`src/rtl/multi_signal_history_tracker.sv`:
```
// multi_signal_history_tracker: circular multi-channel trace history with a
// valid/ready retrospective query port (recall / any / first / rise).
module multi_signal_history_tracker #(
  parameter int NUM_CH = 4,
  parameter int DEPTH = 16,
  parameter int TIME_W = 32,
  localparam int CHW = (NUM_CH > 1) ? $clog2(NUM_CH) : 1
) (
  input  logic              clk,
  input  logic              rst_n,
  input  logic              sample_en,
  input  logic [NUM_CH-1:0] sig_i,
  output logic [TIME_W-1:0] now_o,
  output logic              full_o,
  input  logic              q_valid_i,
  output logic              q_ready_o,
  input  logic [1:0]        q_op_i,
  input  logic [CHW-1:0]    q_ch_i,
  input  logic [TIME_W-1:0] q_t0_i,
  input  logic [TIME_W-1:0] q_t1_i,
  output logic              r_valid_o,
  input  logic              r_ready_i,
  output logic              r_hit_o,
  output logic [TIME_W-1:0] r_time_o,
  output logic              r_err_o
);

  localparam int AW = $clog2(DEPTH);
  localparam int FW = AW + 1;
  localparam int CW = 2 ** CHW;
  localparam logic [1:0] OP_RECALL = 2'd0;
  localparam logic [1:0] OP_RISE = 2'd3;

  typedef enum logic [1:0] {IDLE, CHECK, SCAN, RESP} state_t;

  state_t state_q, state_d;
  logic [TIME_W-1:0] now_q;
  logic [FW-1:0] fill_q;
  logic [NUM_CH-1:0] mem [DEPTH];

  logic [1:0] op_q, op_d;
  logic [CHW-1:0] ch_q, ch_d;
  logic [TIME_W-1:0] t_q, t_d, t1_q, t1_d;
  logic prev_q, prev_d, pv_q, pv_d;
  logic hit_q, hit_d, err_q, err_d;
  logic [TIME_W-1:0] time_q, time_d;

  logic [TIME_W-1:0] fill_w, age_cur, age_t1;
  logic [AW-1:0] idx_cur, idx_prev;
  logic [CW-1:0] word_cur, word_prev;
  logic cur_ok, t1_ok, prev_ok, ch_ok;
  logic ovw, rd_bit, rd_prev, range_err, found;

  assign fill_w = TIME_W'(fill_q);
  assign age_cur = now_q - t_q;
  assign age_t1 = now_q - t1_q;
  assign cur_ok = (age_cur != '0) && (age_cur <= fill_w);
  assign t1_ok = (age_t1 != '0) && (age_t1 <= fill_w);
  assign prev_ok = cur_ok && ((age_cur + TIME_W'(1)) <= fill_w);
  assign ch_ok = int'(ch_q) < NUM_CH;
  // the oldest slot is rewritten at this edge; its data is gone after it
  assign ovw = sample_en && (age_cur == TIME_W'(DEPTH));

  assign idx_cur = t_q[AW-1:0];
  assign idx_prev = idx_cur - AW'(1);
  assign word_cur = CW'(mem[idx_cur]);
  assign word_prev = CW'(mem[idx_prev]);
  assign rd_bit = ch_ok && word_cur[ch_q];
  assign rd_prev = ch_ok && word_prev[ch_q];

  assign range_err = !ch_ok || !cur_ok ||
    ((op_q != OP_RECALL) && (!t1_ok || (age_cur < age_t1)));
  assign found = (op_q == OP_RISE) ?
    (rd_bit && pv_q && !prev_q) : rd_bit;

  always_comb begin
    state_d = state_q;
    op_d = op_q;
    ch_d = ch_q;
    t_d = t_q;
    t1_d = t1_q;
    prev_d = prev_q;
    pv_d = pv_q;
    hit_d = hit_q;
    time_d = time_q;
    err_d = err_q;
    unique case (state_q)
      IDLE: begin
        if (q_valid_i) begin
          state_d = CHECK;
          op_d = q_op_i;
          ch_d = q_ch_i;
          t_d = q_t0_i;
          t1_d = q_t1_i;
        end
      end
      CHECK: begin
        if (range_err) begin
          state_d = RESP;
          hit_d = 1'b0;
          time_d = '0;
          err_d = 1'b1;
        end else begin
          state_d = SCAN;
          prev_d = rd_prev;
          pv_d = prev_ok;
        end
      end
      SCAN: begin
        if (!cur_ok || ovw) begin
          state_d = RESP;
          hit_d = 1'b0;
          time_d = '0;
          err_d = 1'b1;
        end else if (op_q == OP_RECALL) begin
          state_d = RESP;
          hit_d = rd_bit;
          time_d = t_q;
          err_d = 1'b0;
        end else if (found) begin
          state_d = RESP;
          hit_d = 1'b1;
          time_d = t_q;
          err_d = 1'b0;
        end else if (t_q == t1_q) begin
          state_d = RESP;
          hit_d = 1'b0;
          time_d = '0;
          err_d = 1'b0;
        end else begin
          t_d = t_q + TIME_W'(1);
          prev_d = rd_bit;
          pv_d = 1'b1;
        end
      end
      RESP: begin
        if (r_ready_i) state_d = IDLE;
      end
      default: state_d = IDLE;
    endcase
  end

  always_ff @(posedge clk or posedge rst_n) begin
    if (rst_n) begin
      state_q <= IDLE;
      op_q <= '0;
      ch_q <= '0;
      t_q <= '0;
      t1_q <= '0;
      prev_q <= 1'b0;
      pv_q <= 1'b0;
      hit_q <= 1'b0;
      time_q <= '0;
      err_q <= 1'b0;
    end else begin
      state_q <= state_d;
      op_q <= op_d;
      ch_q <= ch_d;
      t_q <= t_d;
      t1_q <= t1_d;
      prev_q <= prev_d;
      pv_q <= pv_d;
      hit_q <= hit_d;
      time_q <= time_d;
      err_q <= err_d;
    end
  end

  always_ff @(posedge clk or posedge rst_n) begin
    if (rst_n) begin
      now_q <= '0;
      fill_q <= '0;
    end else if (sample_en) begin
      now_q <= now_q + TIME_W'(1);
      if (fill_q != FW'(DEPTH)) fill_q <= fill_q + FW'(1);
    end
  end

  always_ff @(posedge clk) begin
    if (sample_en) mem[now_q[AW-1:0]] <= sig_i;
  end

  assign now_o = now_q;
  assign full_o = fill_q == FW'(DEPTH);
  assign q_ready_o = (state_q == IDLE) && !rst_n;
  assign r_valid_o = state_q == RESP;
  assign r_hit_o = hit_q;
  assign r_time_o = time_q;
  assign r_err_o = err_q;

endmodule

```
`config.mk`:
```
export PLATFORM = sky130hd
export DESIGN_NAME = multi_signal_history_tracker
export DESIGN_NICKNAME = d
export VERILOG_FILES = /design/src/rtl/multi_signal_history_tracker.sv
export SDC_FILE = /design/constraint.sdc
export NUM_CORES = 1
export LEC_CHECK = 0
export CAP_MARGIN = 20
export CORE_UTILIZATION = 35
export DETAILED_ROUTE_END_ITERATION = 7
export PLACE_DENSITY = 0.56
export SYNTH_ARGS = -nofsm -noshare
export SYNTH_HDL_FRONTEND = slang
export SYNTH_SLANG_ARGS = --single-unit
```
`constraint.sdc`:
```
create_clock -name clk -period 8.8 [get_ports clk]
set_input_delay 2.64 -clock clk [delete_from_list [all_inputs] [get_ports clk]]
set_output_delay 2.64 -clock clk [all_outputs]
set_load 0.005 [all_outputs]
```
==> results by group, run 1 <==
Routing
  – WL/cell: approximately 22 µm
  – # DRC: 0
  – Routed wire length: between 50000 and 60000 µm
  – DRT Pass-1 Iters: 6
  – Initial DRC count: approximately 1100
  – Via count: around 13000
  – Routed vias/inst: 5.646
  – Antenna viol nets, final: 0

STA
  – Final count of hold timing violations: 0
  – Period utilization: 74.23%
  – Slew Limit Fails: 0
  – Slew margin rel.: 30.48%
  – Final Worst Setup Slack: 2.268 ns
  – Final setup vio count: 0
  – TNS Setup: 0 ns
  – RSZ-0062 raised after global routing: false
  – Worst Clk Skew: between 0.02 and 0.03 ns
  – Final Critical Period: roughly 6.5 ns
  – Hold slack: approximately 0.48 ns
  – Fmax: ~150 MHz
  – Slew at the pin closest to its max-slew limit: around 1.0 ns

Worst setup path
  – WP data arrival: 7.00 ns
  – Worst stage delay on the critical path: 0.56 ns
  – Largest fanout on the critical path: 34
  – WP data required: about 9.3 ns
  – Slowest CP cell: dfrtp_1
  – R2R setup slack: 2.27 ns
  – Critical path launch point type: flip-flop
  – CP Class: reg2reg
  – CP cell instances: inv_1, fa_1, nor2b_1, o2111ai_1, a21boi_1, o21ai_0, o311a_1, a311oi_1, ha_1, a21o_1, a21o_1, a21oi_1, o21ai_0, o211ai_1, a2111oi_0, nand4_1, nor4_1, o211ai_1, a211oi_2, or3_1, buf_4, a22o_1
  – Crit end category: flip-flop

Global route
  – GRT Total Usage: roughly 22%
  – Vias in the first global route: approximately 13000
  – Antenna violations before repair: 0
  – First-pass GRT wire length: roughly 80000 µm
  – Largest net degree at the start of global routing: a little over 80
  – Total grt overflow: 0

Layout
  – Final non-filler cell area: 18540 µm²
  – Final nets: around 2000
  – Ant diodes: 0
  – Layout cells sized above 1: around a tenth
  – Layout area overhead: 17.24%

Placed design
  – PortBufs: 145
  – Placed cell area: around 18000 µm²
  – Pre-CTS setup slack: 2.236 ns
  – Post-DP HPWL: a little over 40000 µm
  – GP Congestion: between 0.9 and 1

Flow run
  – Max-Cap Viols: 0

Pwr
  – PwrDens: about 360 nW/µm²
  – Peak supply drop: ~0.00016 V
  – Leak: between 7 and 8 nW

Synthesis
  – Synth Register Bits: 207
  – Distinct cells, synth: between 80 and 90
  – Async set-reset flop share out of synthesis: 69.08%
  – Syn Nets: ~1800
  – Mean Syn Cell Area: roughly 9.6 µm²
  – Mapped Area: 15820 µm²
  – Cells after Synth: between 1500 and 2000
  – Prevailing post-synth register cell: dfrtp_1
  – EDFF count, synth: between 60 and 70
  – Register area share after synthesis: 34.78%
  – Yosys warnings: 0

Clocking
  – Setup bufs post-CTS: 0
  – CTS Buf Count: 24
  – Root buffer cell: clkbuf_16
  – CTS clk-pin slew, worst paths: 0.06 ns
  – Worst-Skew Late Latency: about 0.55 ns
  – CTS tree: done
  – CTS Buffer Depth: 3
  – CTS Sinks: roughly 210
  – Post-CTS sizing: 0
  – Cts hold-fix bufs: 0
  – H-tree depth: 1

Min path
  – Min-delay worst type: reg2reg

Die
  – Rows: 77
  – IO Pins: roughly 150
  – Area of the die: between 40000 and 50000 µm²
  – Chip width: ~210 µm
  – Starting density of the core: 35.61%
  – Chip height: approximately 210 µm
  – Core ar.: 44410 µm²

Run status
  – Outcome: finished, final reports clean
## critical path: cells and delay by family (launching register included)
kind            cells  cell delay (ns)
buf+inv             2             0.60
compound gates     14             3.69
flops               1             0.56
simple gates        4             0.83
fa+ha+maj           2             0.75
## final cells by class
class | count | area (µm²)
clock buffers | 30 | 643.1
clock inverters | 13 | 113.9
fillers | 4388 | 25870
inverters | 116 | 440.4
multi-input cells | 1254 | 9575
flip-flops and latches | 207 | 5502
well taps | 592 | 740.7
repair buffers | 155 | 1526
## Yosys cell counts, drive strengths merged (12+ instances only)
cell / n / share of area (%)
a211oi: 17 / 0.92
a21o: 27 / 1.3
a21oi: 106 / 3.4
a22o: 32 / 1.8
a2bb2oi: 31 / 1.7
buf: 26 / 0.93
clkbuf: 45 / 1.1
dfrtp: 143 / 23
edfxtp: 64 / 12
ha: 121 / 9.6
inv: 116 / 2.8
mux2: 41 / 2.9
mux2i: 12 / 0.76
mux4: 41 / 5.8
nand2: 126 / 3.0
nand2b: 14 / 0.55
nand3: 51 / 1.6
nand4: 34 / 1.3
nor2: 100 / 2.4
nor2b: 18 / 0.71
nor3: 39 / 1.2
nor4: 21 / 0.97
o21a: 24 / 1.1
o21ai: 77 / 2.5
o22ai: 19 / 0.75
or2: 14 / 0.55
or3: 16 / 0.63
xnor2: 60 / 3.3
xor2: 64 / 3.6
## final timing paths
kind	startpoint	end	depth (start not counted)
min in group asynchronous	rst_n	t1_q[11]	2
max in group asynchronous	rst_n	t_q[0]	3
min reg2reg	fill_q[4]	fill_q[4]	1
min	fill_q[4]	fill_q[4]	1
max reg2reg	now_o[1]	r_time_o[24]	22
max	now_o[1]	r_time_o[24]	22
## layer usage
| layer | GRT usage [%] | share of wire, % | vias up |
|---|---|---|---|
| met5 | 0 | 0 | - |
| met4 | 7.548 | 3.7 | 0 |
| met3 | 2.638 | 4.4 | 80 |
| met2 | 37.22 | 47 | 407 |
| met1 | 29.39 | 44 | 6531 |
| li1 | - | - | 6346 |
## registers in the layout, summed over array words and instances (netlist names)
name	cells
r_hit_o	1
t1_q	32
r_time_o	32
now_o	32
ch_q	2
mem	64
pv_q	1
prev_q	1
op_q	2
state_q	2
fill_q	5
r_err_o	1
t_q	32
## placed cells by master (no fill, tap or decap), types with 6 or more instances in the layout
cell / n
a211oi_1: 15
a21boi_0: 8
a21o_1: 26
a21oi_1: 106
a22o_1: 32
a2bb2oi_1: 31
a31oi_1: 10
and3_1: 10
buf_4: 10
clkbuf_16: 24
clkdlybuf4s50_1: 145
dfrtp_1: 142
edfxtp_1: 64
ha_1: 120
inv_1: 115
mux2_2: 41
mux2i_1: 12
mux4_2: 41
nand2_1: 125
nand2b_1: 14
nand3_1: 51
nand4_1: 34
nor2_1: 98
nor2b_1: 18
nor3_1: 39
nor4_1: 19
o2111ai_1: 7
o211ai_1: 10
o21a_1: 24
o21ai_0: 72
o21bai_1: 9
o22ai_1: 19
o31ai_1: 6
or2_2: 14
or3_1: 16
xnor2_1: 60
xor2_1: 63
## kinds of logic after synthesis
group / Yosys count / share of synthesized area [%]
xor+xnor: 124 / 6.915
fa+ha+maj: 123 / 9.826
buf+inv: 187 / 4.763
mux: 94 / 9.517
simple gates: 471 / 14.82
flops: 207 / 34.78
compound gates: 442 / 19.38
## where the power goes
group | total (mW) | switching, mW | internal (mW)
sequential | 1.62 | 0.402 | 1.22
combinational | 4.03 | 2.36 | 1.67
clock | 0.970 | 0.420 | 0.550
## through the flow
stage	total power, mW	std cells	utilization [%]
2_1_floorplan	4.420	1648	-
3_3_place_gp	5.548	2324	40.04
3_5_place_dp	5.613	2324	40.04
4_1_cts	6.620	2367	41.75
5_1_grt	7.132	2367	41.75
6_report	6.624	2367	41.75
(Power assumes the default switching activity.)
==> inputs of run 2 (changes only) <==
==> constraint.sdc (replaced) <==
create_clock -name clk -period 6.8 [get_ports clk]
set_input_delay 2.04 -clock clk [delete_from_list [all_inputs] [get_ports clk]]
set_output_delay 2.04 -clock clk [all_outputs]
set_load 0.005 [all_outputs]
==> run 2 against run 1 <==
Clock power increased by 43%. Combinational power is 32% higher. Clock skew fell by 0.013 ns. Register-to-register slack lost 1.9 ns. Hold slack better by 0.010 ns. Critical path type unchanged. Largest cell class unchanged.
==> results by group, run 2 (synthesis results as in run 1) <==
Run status
  – Outcome: finished, final reports clean

Worst setup path
  – CP most frequent cell: o21ai_0
  – Reg-to-Reg End: r_time_o[31]
  – Worst flop-to-flop path startpoint: now_o[0]
  – CP delay by family, top: compound AO/OA/AOI/OAI gates
  – CP Depth: 23 (+4.5%)
  – CP Class: reg2reg
  – WP data arrival: 6.90 ns (-0.10 ns)
  – CP endpoint: r_time_o[31]
  – Critical path launch point type: flip-flop
  – Largest fanout on the critical path: 34 (unchanged)
  – Slowest CP cell: a211oi_1
  – Setup crit start: now_o[0]
  – Worst R2R Path Depth: 23 (+4.5%)
  – Worst stage delay on the critical path: 0.68 ns (+0.12 ns)
  – WP data required: 7.29 ns (-1.97 ns)
  – Crit end category: flip-flop
  – R2R setup slack: 0.39 ns (-1.88 ns)
  – CP cell instances: inv_1, ha_1, nand2b_1, a211oi_1, o22ai_1, buf_4, o21ai_0, a31oi_1, o21ai_0, a21oi_1, xnor2_1, ha_1, nand4_1, o21ai_0, o211ai_1, a2111oi_0, nand4_1, nor4_1, o211ai_1, a211oi_2, or3_1, buf_4, a22o_1
  – Worst path bufs/invs: 3 (+1)

Global route
  – Total grt overflow: 0 (unchanged)
  – First-pass GRT wire length: 81840 µm (+4.1%)
  – GRT Total Usage: 23.12% (+0.98 points)
  – Vias in the first global route: 13413 (+2.9%)
  – Largest net degree at the start of global routing: 81 (-1.2%)
  – Antenna violations before repair: 0 (unchanged)

STA
  – Slew Limit Fails: 0 (unchanged)
  – Worst Clk Skew: 0.01578 ns (-0.01318 ns)
  – Slew margin rel.: 41.63% (+11 points)
  – Final count of hold timing violations: 0 (unchanged)
  – TNS Setup: 0 ns (unchanged)
  – RSZ-0062 raised after global routing: false
  – Period utilization: 94.24% (+20 points)
  – Hold slack: 0.4945 ns (+0.01016 ns)
  – Fmax: 156.1 MHz (+1.9%)
  – Final Critical Period: 6.408 ns (-0.1243 ns)
  – Slew at the pin closest to its max-slew limit: 0.8689 ns (-0.1701 ns)
  – Final setup vio count: 0 (unchanged)

Die
  – Core ar.: 44410 µm² (unchanged)
  – IO Pins: 146 (unchanged)
  – Chip width: 214.6 µm (unchanged)
  – Starting density of the core: 35.61% (unchanged)
  – Rows: 77 (unchanged)
  – Chip height: 214.6 µm (unchanged)
  – Area of the die: 46040 µm² (unchanged)

Routing
  – DRT Pass-1 Iters: 5 (-1)
  – WL/cell: 22.66 µm (+3.5%)
  – Routed vias/inst: 5.737 (+1.6%)
  – Antenna viol nets, final: 0 (unchanged)
  – Initial DRC count: 1105 (+1.7%)
  – # DRC: 0 (unchanged)
  – Via count: 13654 (+2.2%)
  – Routed wire length: 53940 µm (+4.1%)

Layout
  – Register area: 5502 µm² (unchanged)
  – Final nets: 1969 (+0.56%)
  – Area of the multi-input gates: 9575 µm² (unchanged)
  – Commonest cells after routing, fill and taps aside: clkdlybuf4s50_1 (145), dfrtp_1 (142), nand2_1 (125)
  – Max reg flops: 64 (unchanged)
  – Most common cell after layout, fill and taps aside: clkdlybuf4s50_1
  – Layout area overhead: 18.33%
  – Number of fill cells in the layout: 4333 (-1.3%)
  – Layout cells sized above 1: 10.18% (+0.71 points)
  – Ant diodes: 0 (unchanged)

Placed design
  – PortBufs: 145 (unchanged)
  – Post-DP HPWL: 42210 µm (+3.4%)
  – GP Congestion: 0.9249 (+2.7%)

Clocking
  – CTS tree: done
  – Setup bufs post-CTS: 0 (unchanged)
  – CTS Sinks: 207 (unchanged)
  – CTS Buf Count: 25 (+4.2%)
  – CTS Buffer Depth: 3 (unchanged)
  – Cts hold-fix bufs: 0 (unchanged)
  – Root buffer cell: clkbuf_16
  – H-tree depth: 1 (unchanged)
  – CTS clk-pin slew, worst paths: 0.06 ns (about the same)
  – Worst-Skew Late Latency: 0.56 ns (about the same)

Pwr
  – PnR Total Power: 8.752 mW (+32%)
  – PwrDens: 467.7 nW/µm² (+31%)
  – Peak supply drop: 0.0002170 V (+39%)
  – Leak: 7.774 nW (+1.4%)

Min path
  – Min-delay worst type: reg2reg

Flow run
  – Max-Cap Viols: 0 (unchanged)
==> run 2: changes by cell type in the layout (fill, tap and decap cells not counted), moves of 2 or more <==
cell / delta
buf_4: +9
inv_6: +4
bufinv_16: +2
clkinv_2: +2
clkinv_4: -2
clkinvlp_4: -2
==> run 2: routing by layer <==
metal | part of all wire, % | track usage (%) | vias up | wire length [µm]
met3 | 4.9 | 3.277 | 119 | 2660
met2 | 47 | 38.70 | 457 | 25610
met4 | 5.1 | 10.45 | 0 | 2754
li1 | - | - | 6377 | -
met1 | 42 | 29.52 | 6701 | 22920
met5 | 0 | 0 | - | 0
==> run 2: stage by stage <==
step	cell area, µm²	std cells	util [%]	worst slack, ns
floorplan	15820	1648	-	0.9221
global route	18710	2380	42.14	0.01989
CTS	18690	2379	42.07	0.5638
finish	18710	2380	42.14	0.3918
global placement	17850	2333	40.19	0.7971
detailed placement	17850	2333	40.19	0.6001
==> run 2: final cells by class <==
class                      count  area share (%)
multi-input combinational   1254           51.17
sequential                   207           29.40
clock buffer                  31           3.570
timing repair buffer         165           8.665
clock inverter                15          0.8892
inverter                     116           2.353
tap                          592           3.958
==> run 2: where the power goes <==
group,total [mW],switching (mW),internal [mW]
clock,1.39,0.575,0.816
sequential,2.06,0.477,1.58
combinational,5.31,3.12,2.18
total,8.75,4.17,4.58
==> run 2: worst min path at each step <==
stage                            to  slack [ns]  cells after the start      start
after floorplan           fill_q[4]        0.46                      1  fill_q[4]
after global placement    fill_q[4]        0.48                      1  fill_q[4]
after detailed placement  fill_q[3]        0.48                      1  fill_q[3]
after CTS                 fill_q[4]        0.50                      1  fill_q[4]
after global routing      fill_q[3]        0.51                      1  fill_q[3]
final                     fill_q[3]        0.49                      1  fill_q[3]
==> run 2: what timing repair did <==
item	in CTS	in global routing
resized for setup	0	1
endpoints found under the setup margin	0	33
hold endpoints to repair	0	0
